`config.mk`:
```
export PLATFORM = sky130hd
export DESIGN_NAME = program_counter_unit
export DESIGN_NICKNAME = d
export VERILOG_FILES = /design/src/rtl/program_counter_unit_pkg.sv /design/src/rtl/program_counter_unit.sv
export SDC_FILE = /design/constraint.sdc
export NUM_CORES = 1
export LEC_CHECK = 0
export BUFFER_PORTS_ARGS = -buffer_cell sky130_fd_sc_hd__buf_2
export CORE_ASPECT_RATIO = 2
export CORE_MARGIN = 10
export CORE_UTILIZATION = 54
export CTS_CLUSTER_DIAMETER = 60
export DETAILED_ROUTE_END_ITERATION = 16
export HOLD_SLACK_MARGIN = 0.06
export PLACE_DENSITY = 0.85
export SYNTH_ARGS = -nofsm -noshare
export SYNTH_HDL_FRONTEND = slang
export SYNTH_SLANG_ARGS = --single-unit
```
`constraint.sdc`:
```
create_clock -name inCLK -period 2.8 [get_ports inCLK]
set_input_delay 0.28 -clock inCLK [delete_from_list [all_inputs] [get_ports inCLK]]
set_output_delay 0.28 -clock inCLK [all_outputs]
set_load 0.01 [all_outputs]
```
`src/rtl/program_counter_unit_pkg.sv`:
```
// Shared SAP-2 definitions: default bus widths and the program-counter
// load-sequencer state encoding. The controller imports this same package,
// so both blocks agree on widths and on what "low byte pending" means.
package program_counter_unit_pkg;

  localparam int unsigned SAP2_ADDR_W = 16;
  localparam int unsigned SAP2_DATA_W = 8;

  // A two-byte jump/return address arrives over the 8-bit bus as a low byte
  // (Lpcl) followed by a high byte (Lpcu). PC_LOW_HELD means the low byte
  // has been staged but not yet committed to the PC.
  typedef enum logic {
    PC_IDLE     = 1'b0,
    PC_LOW_HELD = 1'b1
  } pc_state_e;

endpackage : program_counter_unit_pkg

```
`src/rtl/program_counter_unit.sv`:
```
// program_counter_unit -- SAP-2 program counter.
//
// Holds the PC, increments it, loads it from two bus bytes (low byte staged
// first, high byte commits), and drives it onto the address bus or, one byte
// at a time, onto the data bus for CALL return-address saves.
//
// Ports
//   inCLK     clock, rising edge
//   inRST     asynchronous active-low reset
//   iCp       increment PC
//   iEp       drive PC onto oAddr
//   iLpcl     stage iBus as pending low byte
//   iLpcu     load upper byte from iBus; commits staged low byte if pending
//   iEpcl     drive PC low byte onto oData
//   iEpcu     drive PC high byte onto oData
//   iHLT      freeze PC, staging register and state
//   iBus      data bus input (address bytes)
//   oAddr     PC when iEp, else zero
//   oData     selected PC byte when iEpcl/iEpcu, else zero
//   oPC       current PC (always visible)
//   oPending  low byte staged, not yet committed
//   oErr      sticky illegal-control flag, cleared only by reset
module program_counter_unit
  import program_counter_unit_pkg::*;
#(
  parameter int unsigned ADDR_W = SAP2_ADDR_W,
  parameter int unsigned DATA_W = SAP2_DATA_W
) (
  input  logic              inCLK,
  input  logic              inRST,
  input  logic              iCp,
  input  logic              iEp,
  input  logic              iLpcl,
  input  logic              iLpcu,
  input  logic              iEpcl,
  input  logic              iEpcu,
  input  logic              iHLT,
  input  logic [DATA_W-1:0] iBus,
  output logic [ADDR_W-1:0] oAddr,
  output logic [DATA_W-1:0] oData,
  output logic [ADDR_W-1:0] oPC,
  output logic              oPending,
  output logic              oErr
);

  pc_state_e         state_q, state_d;
  logic [ADDR_W-1:0] pc_q, pc_d;
  logic [DATA_W-1:0] stage_q, stage_d;
  logic              err_q, err_d;

  logic load_clash;
  logic byte_clash;

  // Both load strobes at once cannot be ordered, so the cycle is dropped.
  // The clash is ignored while halted because halt masks all load strobes.
  assign load_clash = iLpcl && iLpcu && !iHLT;
  // Both byte enables at once would fight on a real bus; low byte wins.
  assign byte_clash = iEpcl && iEpcu;

  always_comb begin
    // NOTE: every next-state signal gets a default first so no path through
    // the decode below can leave one unassigned and infer a latch.
    state_d = state_q;
    pc_d    = pc_q;
    stage_d = stage_q;
    err_d   = err_q || load_clash || byte_clash;

    if (!iHLT && !load_clash) begin
      if (iLpcu) begin
        // A load always beats a simultaneous increment.
        if (state_q == PC_LOW_HELD) begin
          pc_d    = {iBus, stage_q};
          state_d = PC_IDLE;
        end else begin
          pc_d = {iBus, pc_q[DATA_W-1:0]};
        end
      end else if (iLpcl) begin
        stage_d = iBus;
        state_d = PC_LOW_HELD;
      end else if (iCp) begin
        pc_d = pc_q + 1'b1;  // wraps modulo 2^ADDR_W
      end
    end
  end

  // NOTE: the staging byte is reset along with the PC so that a reset in the
  // middle of a two-byte load cannot leak a stale low byte into a later load.
  always_ff @(posedge inCLK or negedge inRST) begin
    if (!inRST) begin
      state_q <= PC_IDLE;
      pc_q    <= '0;
      stage_q <= '0;
      err_q   <= 1'b0;
    end else begin
      // NOTE: non-blocking assignments so every register samples the
      // pre-edge values, independent of statement order.
      state_q <= state_d;
      pc_q    <= pc_d;
      stage_q <= stage_d;
      err_q   <= err_d;
    end
  end

  assign oPC      = pc_q;
  assign oAddr    = iEp ? pc_q : '0;
  assign oData    = iEpcl ? pc_q[DATA_W-1:0] :
                    iEpcu ? pc_q[ADDR_W-1:DATA_W] : '0;
  assign oPending = (state_q == PC_LOW_HELD);
  assign oErr     = err_q;

endmodule : program_counter_unit
```
==> summary.txt, run 1 <==
STA
  • Max-slew headroom: between 60% and 70%
  • Worst setup margin: 982.4 ps
  • Final max-slew violation count: 0
  • RSZ-0062 raised after global routing: no
  • Tmin final: around 1800 ps
  • Final Hold Vio Count: 0
  • Setup_tns: 0 ps
  • Final worst path period share: 64.91%
  • FMAX: 0.5502 GHz
  • Worst Clk Skew: 2.210 ps
  • Final Setup Violations: 0
  • Worst-Margin Slew: between 500 and 600 ps

Clock network
  • Number of post-CTS setup repair buffers: 0
  • Cts bufs inserted: 3
  • Latest clock arrival within the worst-skew pair: 270 ps
  • CTS tree: built
  • Reg clk slew, reported paths: ~90 ps
  • Clock Sink Count: 26
  • Hold_buf cts: 1
  • PostCTS Resize Cnt: 0
  • Max H-tree Level: 1
  • CTS Root Cell: clkbuf_8
  • CTS Buffer Depth: 2

Synthesis
  • FF+latch count, synth: 26
  • Share of the synthesized area in the top cell type: 38.07%
  • Mean area per synthesized cell: 8.589 um2
  • Top-count cell post-synth: nand2_1
  • Synth area leader: dfrtp_1
  • Warnings from Yosys: 0
  • Primary FF master, synth: dfrtp_1
  • Synth area leaders: dfrtp_1 38%, nand2_1 6.8%, and2_1 6.2%
  • Post-synth EDFFs: 0
  • Library cells used by synthesis: 45
  • Async SR Flop Fraction: 100.0%
  • Post-Syn Instances: 199
  • Most frequent cells after synthesis: 31 x nand2_1, 26 x dfrtp_1, 18 x o21ai_0
  • Sequential share of the synthesized area: 38.07%
  • Mapped Area: 1709 um2
  • Post-synthesis net count: 217

Routing
  • Via density per instance: slightly above 6
  • WL/cell: 17.80 um
  • Vias: 1687
  • DRC viols: 0
  • Final ANT Viol Nets: 0
  • DR iter-0 viols: 53
  • Drt first pass iters: 4
  • Final wirelength: ~5 mm

Global route
  • M3 GR Usage: around 4.6%
  • Largest net degree at the start of global routing: 38
  • Busiest grt layer: met2
  • First-pass GRT wire length: 7.997 mm
  • All-layer global routing usage: ~16%
  • Number of global-route vias before repair: 1594
  • GRT met1 Usage: a little under a fifth
  • Initial antenna violation count: 0
  • Total gr overflow: 0
  • Met2 usage in global routing: 26.35%

Floorplan
  • Initial Utilization: 56.73%
  • IO Count: just under 60
  • Die Ht: 99.56 um
  • # rows: 28
  • Width of the die: 59.78 um
  • Core region area: about 3000 um2
  • Die area: 5952 um2

Finish
  • Register Area: 650.6 um2
  • Final core utilization: a little under 70%
  • Layout cells sized above 1: 31.33%
  • N_diodes: 0
  • Area Growth Syn to Fin: 19.33%
  • Multi-input logic area: 964.7 um2
  • Filler Cell Count: between 200 and 300
  • Nets@finish: between 200 and 300

Pwr
  • Logic pwr share: 32.6%
  • Design internal power: 0.8407 mW
  • Sequential Power Share: 43.9%
  • Pwr Total: 1.333 mW
  • PwrDens: 653.6 nW/um2
  • Pleak: 0.9283 nW
  • Switching share of power: 36.93%
  • Switching power: 0.4923 mW
  • Clock power frac: 23.4%
  • Peak VDD IR: 0.4074 mV

Placement
  • Gp weighted congestion: 0.8736
  • IO Port Bufs: 58
  • Post-Place Setup Slack: approximately 910 ps
  • Post-DP HPWL: ~3.8 mm

Critical path
  • Crit path launch type: flop
  • Crit-path slowest cell: dfrtp_1
  • Reg2reg end: oPC[14]
  • CP cell instances: nand4_2, nor4b_2, a31oi_1, o22a_1
  • Critical Path Max Stage Delay: 560 ps
  • Worst r2r path cells: 4
  • Crit Path Max Fanout: 12
  • Setup Crit Path Kind: reg -> reg
  • CP endpoint: oPC[14]
  • CP arrival: between 1500 and 2000 ps
  • Worst setup EP type: flop
  • Crit path launch: oPC[5]
  • Crit path required time: roughly 3000 ps
  • Internal reg-to-reg setup slack: 980 ps
  • Worst r2r src: oPC[5]

Run status
  • Status: completed

Hold path
  • Worst min-delay path class: in -> reg

Job
  • Max-cap violations: 0
kinds of logic (layout without fill, tap and decap cells):
| family | count (synthesis) | in the layout | share of synthesized area, % |
|---|---|---|---|
| flip-flops | 26 | 26 | 38.07 |
| multiplexers | 12 | 12 | 7.687 |
| AND/OR/NAND/NOR | 93 | 93 | 29.87 |
| buffers and inverters | 17 | 67 | 5.490 |
| adder cells (fa/ha/maj) | 1 | 1 | 0.7319 |
| AO/OA/AOI/OAI | 50 | 50 | 18.16 |
stage by stage:
step / instance area [um2] / hold WS, ps / instances
after global placement: 1958 / 303.2 / 274
after CTS: 2039 / 246.0 / 279
after global routing: 2039 / 241.6 / 279
after floorplan: 1709 / -15.59 / 199
after detailed placement: 1958 / 308.6 / 274
final: 2039 / 250.7 / 279
registers in the layout, summed over array words and instances, names as in the netlist:
signal    cells
oErr          1
oPending      1
oPC          16
stage_q       8
layout make-up:
class / count / share of cell area, %
Inverter: 4 / 0.7362
Sequential cell: 26 / 31.90
Clock buffer: 3 / 2.025
Timing Repair Buffer: 59 / 14.72
Clock inverter: 1 / 1.472
Multi-Input combinational cell: 156 / 47.30
Tap cell: 30 / 1.840
layer usage:
layer | share of wire (%) | up-vias
met5 | 0 | -
li1 | - | 822
met4 | 4.6 | 0
met1 | 38 | 772
met2 | 49 | 78
met3 | 8.6 | 15
layout by cell type (no fill, tap or decap), types with 2 or more instances in the layout:
cell       count
nor4_1         3
nor2_1         7
inv_1          4
nor2_2         2
and4_1         2
o21ai_0       18
a211oi_1       2
a31oi_1        2
nand3_1        7
nor3_1         7
o22a_1         2
a21oi_1       11
buf_2         58
and2_1        17
nand2_1       31
clkbuf_8       3
nor2b_1        2
nand4_1        3
or3_1          4
mux2i_1        3
o21a_1         2
o22ai_1        2
mux2_2         8
dfrtp_1       26
o2bb2ai_1      3
how the worst min path moves through the flow:
stage	from	endpoint	slack, ps	depth (start not counted)
after global placement	inRST	oPC[10]	300	1
after floorplan	inRST	oErr	-20	0
after CTS	iBus[7]	stage_q[7]	250	2
after global routing	iBus[7]	stage_q[7]	240	2
final	iBus[7]	stage_q[7]	250	2
after detailed placement	inRST	oPC[10]	310	1
power by group through the flow:
stage          combinational (mW)  sequential (mW)  clock [mW]
6_report                    0.435            0.586       0.312
5_1_grt                     0.486            0.602       0.339
4_1_cts                     0.444            0.582       0.318
3_5_place_dp                0.440            0.589           0
3_3_place_gp                0.429            0.587           0
2_1_floorplan               0.244            0.577           0
worst max-delay path, delay by kind of cell (launching register included):
kind               cells  cell delay [ps]
DFF                    1              560
and+or+nand+nor        2              820
AOI/OAI and AO/OA      2              340
Note: power is estimated with default switching activity, not from simulation.
==> inputs of run 2 (changes only) <==
--- a/config.mk
+++ b/config.mk
@@ -8,11 +8,11 @@
 export BUFFER_PORTS_ARGS = -buffer_cell sky130_fd_sc_hd__buf_2
 export CORE_ASPECT_RATIO = 2
 export CORE_MARGIN = 10
-export CORE_UTILIZATION = 54
+export CORE_UTILIZATION = 45
 export CTS_CLUSTER_DIAMETER = 60
 export DETAILED_ROUTE_END_ITERATION = 16
 export HOLD_SLACK_MARGIN = 0.06
-export PLACE_DENSITY = 0.85
+export PLACE_DENSITY = 0.76
 export SYNTH_ARGS = -nofsm -noshare
 export SYNTH_HDL_FRONTEND = slang
 export SYNTH_SLANG_ARGS = --single-unit
==> constraint.sdc (replaced) <==
create_clock -name inCLK -period 1.45 [get_ports inCLK]
set_input_delay 0.145 -clock inCLK [delete_from_list [all_inputs] [get_ports inCLK]]
set_output_delay 0.145 -clock inCLK [all_outputs]
set_load 0.01 [all_outputs]
==> run 2 against run 1 <==
Against the previous run: the flow now finishes with violations (setup timing); clock skew grew 2.2 ps; cell area grew 19%; flip-flop and latch count is the same; total power grew 120%; non-clock buffer count grew 35.
==> summary.txt, run 2 (synthesis gave the netlist of run 1 again) <==
Pwr
  • Pwr Total: 2.968 mW (was 1.333 mW)
  • PwrDens: 1221 nW/um2 (was 653.6 nW/um2)
  • Pleak: 1.120 nW (was 0.9283 nW)
  • Peak VDD IR: 0.8916 mV (was 0.4074 mV)

STA
  • FMAX: 0.6838 GHz (was 0.5502 GHz)
  • Max-slew headroom: 58.82% (was 60.76%)
  • Final Setup Violations: 2 (was 0)
  • Worst setup margin: -12.46 ps (was 982.4 ps)
  • RSZ-0062 raised after global routing: yes (was no)
  • Final max-slew violation count: 0 (unchanged)
  • Worst Clk Skew: 4.444 ps (was 2.210 ps)
  • Tmin final: 1462 ps (was 1818 ps)
  • Worst-Margin Slew: 617.6 ps (was 588.6 ps)
  • Final worst path period share: 100.9% (was 64.91%)
  • Final Hold Vio Count: 0 (unchanged)

Floorplan
  • Width of the die: 63.58 um (was 59.78 um)
  • # rows: 31 (was 28)
  • Die Ht: 107.2 um (was 99.56 um)
  • Die area: 6813 um2 (was 5952 um2)
  • IO Count: 59 (unchanged)
  • Core region area: 3646 um2 (was 3013 um2)
  • Initial Utilization: 46.88% (was 56.73%)

Placement
  • Gp weighted congestion: 0.8849 (was 0.8736)
  • Post-Place Setup Slack: -6.642 ps (was 911.5 ps)
  • Post-DP HPWL: 4.503 mm (was 3.808 mm)
  • IO Port Bufs: 58 (unchanged)

Finish
  • Filler Cell Count: 324 (was 263)
  • Nets@finish: 303 (was 268)
  • N_diodes: 0 (unchanged)
  • Commonest non-fill, non-tap cell in the layout: buf_2 (unchanged)
  • Area Growth Syn to Fin: 42.17% (was 19.33%)
  • Layout cells sized above 1: 44.01% (was 31.33%)
  • Number of flip-flops under the largest register name: 16 (unchanged)
  • Commonest cells after routing, fill and taps aside: 58 x buf_2, 31 x nand2_1, 29 x buf_4 (was 58 x buf_2, 31 x nand2_1, 26 x dfrtp_1)

Routing
  • DR iter-0 viols: 121 (was 53)
  • WL/cell: 18.54 um (was 17.80 um)
  • DRC viols: 0 (unchanged)
  • Final wirelength: 6.175 mm (was 4.966 mm)
  • Drt first pass iters: 5 (was 4)
  • Final ANT Viol Nets: 0 (unchanged)
  • Vias: 1936 (was 1687)
  • Via density per instance: 5.814 (was 6.047)

Critical path
  • Critical Path Max Stage Delay: 420 ps (was 560 ps)
  • Worst r2r src: oPC[3] (was oPC[5])
  • Worst setup EP type: flop (unchanged)
  • Setup Crit Path Kind: reg -> reg (unchanged)
  • Crit Path Max Fanout: 8 (was 12)
  • CP cell instances: nand4_1, buf_6, buf_4, or3_1, o211ai_1 (was nand4_2, nor4b_2, a31oi_1, o22a_1)
  • CP arrival: 1660 ps (was 1990 ps)
  • Crit path required time: 1650 ps (was 2970 ps)
  • Crit path launch type: flop (unchanged)
  • CP delay by family, top: simple AND/OR/NAND/NOR gates (unchanged)
  • Crit-path slowest cell: dfrtp_2 (was dfrtp_1)
  • Reg2reg end: oPC[13] (was oPC[14])
  • Internal reg-to-reg setup slack: -10 ps (was 980 ps)
  • Worst r2r path cells: 5 (was 4)
  • WP buf/inv: 2 (was 0)

Clock network
  • Clock Sink Count: 26 (unchanged)
  • Latest clock arrival within the worst-skew pair: 280 ps (was 270 ps)
  • Reg clk slew, reported paths: 90 ps (about the same)
  • CTS Buffer Depth: 2 (unchanged)
  • Cts bufs inserted: 3 (unchanged)
  • CTS tree: built (unchanged)
  • Max H-tree Level: 1 (unchanged)
  • CTS Root Cell: clkbuf_8 (unchanged)

Hold path
  • Worst min-delay path class: in -> reg (unchanged)
  • Hold Crit Depth: 2 (unchanged)
  • Hold Path Sink: stage_q[1] (was stage_q[7])
  • Hold path start: iBus[1] (was iBus[7])

Global route
  • Total gr overflow: 0 (unchanged)
  • Largest net degree at the start of global routing: 27 (was 38)
  • All-layer global routing usage: 16.50% (was 16.39%)
  • Number of global-route vias before repair: 1885 (was 1594)
  • Initial antenna violation count: 0 (unchanged)
  • First-pass GRT wire length: 9.190 mm (was 7.997 mm)

Job
  • Max-cap violations: 0 (unchanged)

Run status
  • Failing checks: setup timing
  • Status: complete, but fails checks (was completed)
==> run 2: cell types whose count changed in the layout (fill, tap and decap cells not counted), moves of 2 or more <==
| cell | change |
|---|---|
| buf_4 | +29 |
| dfrtp_1 | -6 |
| buf_6 | +4 |
| nor4_1 | -2 |
| dfrtp_2 | +6 |
| o21ai_1 | +3 |
| nor4_2 | +2 |
| o21ai_0 | -3 |
==> run 2: where the power goes <==
group | leakage (nW) | switching (mW) | internal [mW] | total [mW]
registers | 0.296 | 0.181 | 0.886 | 1.07
clock network | 0.0357 | 0.243 | 0.370 | 0.613
logic | 0.788 | 0.671 | 0.617 | 1.29
total | 1.12 | 1.10 | 1.87 | 2.97
==> run 2: how the worst max path moves through the flow <==
stage	start	end	slack (ps)	cells after the start
6_report	oPC[3]	oPC[13]	-10	5
5_1_grt	oPC[11]	oPC[13]	-90	4
4_1_cts	oPC[3]	oPC[15]	3	5
3_5_place_dp	oPC[0]	oPC[14]	-7	5
3_3_place_gp	oPC[2]	oPC[15]	40	5
2_1_floorplan	oPC[5]	oPC[15]	10	5
==> run 2: layout make-up <==
type,count,area (um2),area share [%]
timing repair buffer,94,608.1,25.03
tap,49,61.31,2.523
multi-input combinational,156,1016,41.81
clock inverter,1,30.03,1.236
inverter,4,15.01,0.6179
clock buffer,3,41.29,1.699
sequential,26,658.1,27.09
==> run 2: stage by stage <==
stage          TNS (ps)  util, %  instance area [um2]  instances  hold WS [ps]
5_1_grt          -368.0    66.64                 2430        333         107.2
3_3_place_gp          0    59.71                 2177        317         181.6
6_report         -19.63    66.64                 2430        333         114.7
2_1_floorplan         0        -                 1712        199        -150.6
3_5_place_dp     -6.642    59.71                 2177        317         183.2
4_1_cts               0    62.94                 2295        322         108.4
==> run 2: metal layers <==
| metal | vias to the layer above | global-route usage, % | share of wire [%] |
|---|---|---|---|
| met5 | - | 0 | 0 |
| met4 | 0 | 8.019 | 3.7 |
| met3 | 21 | 4.067 | 8.3 |
| met2 | 119 | 29.99 | 51 |
| met1 | 910 | 16.96 | 37 |
| li1 | 886 | - | - |
==> run 2: worst register-to-register path, cell delays in order (launching register included) <==
cell      delay [ps]
dfrtp_2          420
nand4_1          130
buf_6            160
buf_4            150
or3_1            360
o211ai_1         170
==> run 2: timing repair <==
item                                   CTS  global route
pin swaps                                0             6
gates cloned                             0             1
endpoints found under the hold margin   26             0
gates resized for setup                  6            15
setup buffers                            0            10
setup endpoints to repair                4            10
hold buffers                             1             0
==> inputs of run 3 (changes only) <==
==> constraint.sdc (replaced) <==
create_clock -name inCLK -period 1.45 [get_ports inCLK]
set_input_delay 0.0725 -clock inCLK [delete_from_list [all_inputs] [get_ports inCLK]]
set_output_delay 0.0725 -clock inCLK [all_outputs]
set_load 0.01 [all_outputs]
==> run 3 against run 2 <==
Against the previous run: the run still ends with setup timing left; routed wire length shrank 6.6%; sequential share of layout area grew 0.12 points; first-iteration DRC count is the same; non-clock buffer count grew 2; fmax grew 0.64%; total power grew 0.48%; worst hold slack lost 49 ps; register-to-register slack is essentially flat; clock-buffer cell count is the same; critical path depth is the same; worst setup slack gained 9.3 ps; clock skew shrank 2.7 ps.
==> summary.txt, run 3 (synthesis gave the netlist of run 1 again) <==
Global route
  • Total gr overflow: 0 (unchanged)
  • Largest net degree at the start of global routing: 27 (unchanged)
  • First-pass GRT wire length: 9.114 mm (was 9.190 mm)
  • Initial antenna violation count: 0 (unchanged)
  • All-layer global routing usage: 16.42% (was 16.50%)
  • Number of global-route vias before repair: 1852 (was 1885)

Floorplan
  • # rows: 31 (unchanged)
  • Die Ht: 107.2 um (unchanged)
  • Initial Utilization: 46.88% (unchanged)
  • Width of the die: 63.58 um (unchanged)
  • Die area: 6813 um2 (unchanged)
  • IO Count: 59 (unchanged)
  • Core region area: 3646 um2 (unchanged)

Placement
  • Post-DP HPWL: 4.414 mm (was 4.503 mm)
  • Placed Cells: 318 (was 317)
  • Gp weighted congestion: 0.8533 (was 0.8849)
  • IO Port Bufs: 58 (unchanged)

STA
  • Setup_tns: -3.201 ps (was -19.63 ps)
  • Final max-slew violation count: 0 (unchanged)
  • RSZ-0062 raised after global routing: yes (unchanged)
  • Worst setup margin: -3.201 ps (was -12.46 ps)
  • Worst Clk Skew: 1.701 ps (was 4.444 ps)
  • Final worst path period share: 100.2% (was 100.9%)
  • Max-slew headroom: 59.65% (was 58.82%)
  • FMAX: 0.6881 GHz (was 0.6838 GHz)
  • Final Hold Vio Count: 0 (unchanged)
  • Final Setup Violations: 1 (was 2)
  • Tmin final: 1453 ps (was 1462 ps)
  • Worst-Margin Slew: 605.2 ps (was 617.6 ps)

Routing
  • Final wirelength: 5.765 mm (was 6.175 mm)
  • DRC viols: 0 (unchanged)
  • Vias: 1903 (was 1936)
  • WL/cell: 17.21 um (was 18.54 um)
  • DR iter-0 viols: 121 (unchanged)
  • Drt first pass iters: 4 (was 5)
  • Final ANT Viol Nets: 0 (unchanged)
  • Via density per instance: 5.681 (was 5.814)

Clock network
  • Latest clock arrival within the worst-skew pair: 280 ps (about the same)
  • Reg clk slew, reported paths: 90 ps (about the same)
  • CTS Buffer Depth: 2 (unchanged)
  • Clock Sink Count: 26 (unchanged)
  • CTS tree: built (unchanged)
  • Max H-tree Level: 1 (unchanged)
  • Cts bufs inserted: 3 (unchanged)
  • CTS Root Cell: clkbuf_8 (unchanged)

Pwr
  • PwrDens: 1235 nW/um2 (was 1221 nW/um2)
  • Peak VDD IR: 0.8052 mV (was 0.8916 mV)
  • Pleak: 1.116 nW (was 1.120 nW)

Critical path
  • Internal reg-to-reg setup slack: -3 ps (was -10 ps)
  • Worst r2r path cells: 5 (unchanged)
  • CP arrival: 1630 ps (was 1660 ps)
  • Setup Crit Path Kind: reg -> reg (unchanged)
  • Crit Path Max Fanout: 6 (was 8)
  • Worst setup EP type: flop (unchanged)
  • Crit path launch type: flop (unchanged)
  • Crit path required time: 1620 ps (was 1650 ps)

Finish
  • Area Growth Syn to Fin: 41.29% (was 42.17%)
  • Commonest non-fill, non-tap cell in the layout: buf_2 (unchanged)
  • N_diodes: 0 (unchanged)
  • Fin cells: 335 (was 333)
  • Commonest cells after routing, fill and taps aside: 59 x buf_2, 31 x nand2_1, 30 x buf_4 (was 58 x buf_2, 31 x nand2_1, 29 x buf_4)
  • Register Area: 656.9 um2 (was 658.1 um2)
  • Nets@finish: 305 (was 303)
  • Filler Cell Count: 332 (was 324)
  • Number of flip-flops under the largest register name: 16 (unchanged)
  • Layout cells sized above 1: 41.96% (was 44.01%)
  • Multi-input logic area: 1007 um2 (was 1016 um2)

Hold path
  • Hold Crit Depth: 2 (unchanged)
  • Worst min-delay path class: in -> reg (unchanged)

Job
  • Max-cap violations: 0 (unchanged)

Run status
  • Failing checks: setup timing (unchanged)
  • Status: complete, but fails checks (unchanged)
==> run 3: changes by cell type in the layout (fill, tap and decap cells not counted), sizes merged <==
cell,delta
dlygate4sd3,+3
clkbuf,-1
==> run 3: critical path, stage by stage (launching register included) <==
cell and delay, ps:
dfrtp_2 410, ha_4 160, nand3_4 120, nor4b_4 360, a31oi_1 130, o22a_1 170
==> run 3: report_power, final <==
group | switching (mW) | total [mW] | internal [mW]
sequential | 0.178 | 1.06 | 0.885
combinational | 0.654 | 1.30 | 0.646
clock | 0.249 | 0.619 | 0.370
total | 1.08 | 2.98 | 1.90
==> run 3: worst paths after layout <==
path / start / end
min in group asynchronous: inRST / oPC[11]
max reg2reg: oPC[1] / oPC[14]
min: iBus[6] / stage_q[6]
min reg2reg: oErr / oErr
max: oPC[1] / oPC[14]
max in group asynchronous: inRST / oPC[1]
==> run 3: layout make-up <==
cell class / count / share of cell area, %
Clock buffer: 3 / 1.710
Clock inverter: 1 / 1.244
Inverter: 4 / 0.6218
Multi-Input combinational cell: 156 / 41.71
Sequential cell: 26 / 27.20
Tap cell: 49 / 2.539
Timing Repair Buffer: 96 / 24.97
==> run 3: routing by layer <==
metal,vias to the layer above,GRT usage (%),part of all wire (%)
li1,889,-,-
met1,897,17.43,38
met2,108,30.42,52
met3,9,4.171,8.4
met4,0,5.189,1.5
met5,-,0,0
==> run 3: metrics by stage <==
| stage | hold WS (ps) | worst slack [ps] | cell area (um2) | utilization, % | total power [mW] |
|---|---|---|---|---|---|
| 2_1_floorplan | -223.1 | 10.03 | 1712 | - | 1.589 |
| 3_3_place_gp | 109.0 | 32.22 | 2172 | 59.57 | 2.156 |
| 3_5_place_dp | 106.2 | -19.54 | 2172 | 59.57 | 2.193 |
| 4_1_cts | 62.10 | 0.8406 | 2341 | 64.21 | 2.898 |
| 5_1_grt | 67.65 | -68.33 | 2415 | 66.23 | 3.151 |
| 6_report | 66.03 | -3.201 | 2415 | 66.23 | 2.982 |
==> run 3: timing repair <==
| item | in CTS | in global routing |
|---|---|---|
| gates cloned | 0 | 1 |
| pin swaps | 1 | 8 |
| hold buffers | 3 | 1 |
| resized for setup | 9 | 5 |
| endpoints found under the hold margin | 28 | 1 |
| buffers inserted | 3 | 5 |
| setup endpoints to repair | 2 | 6 |
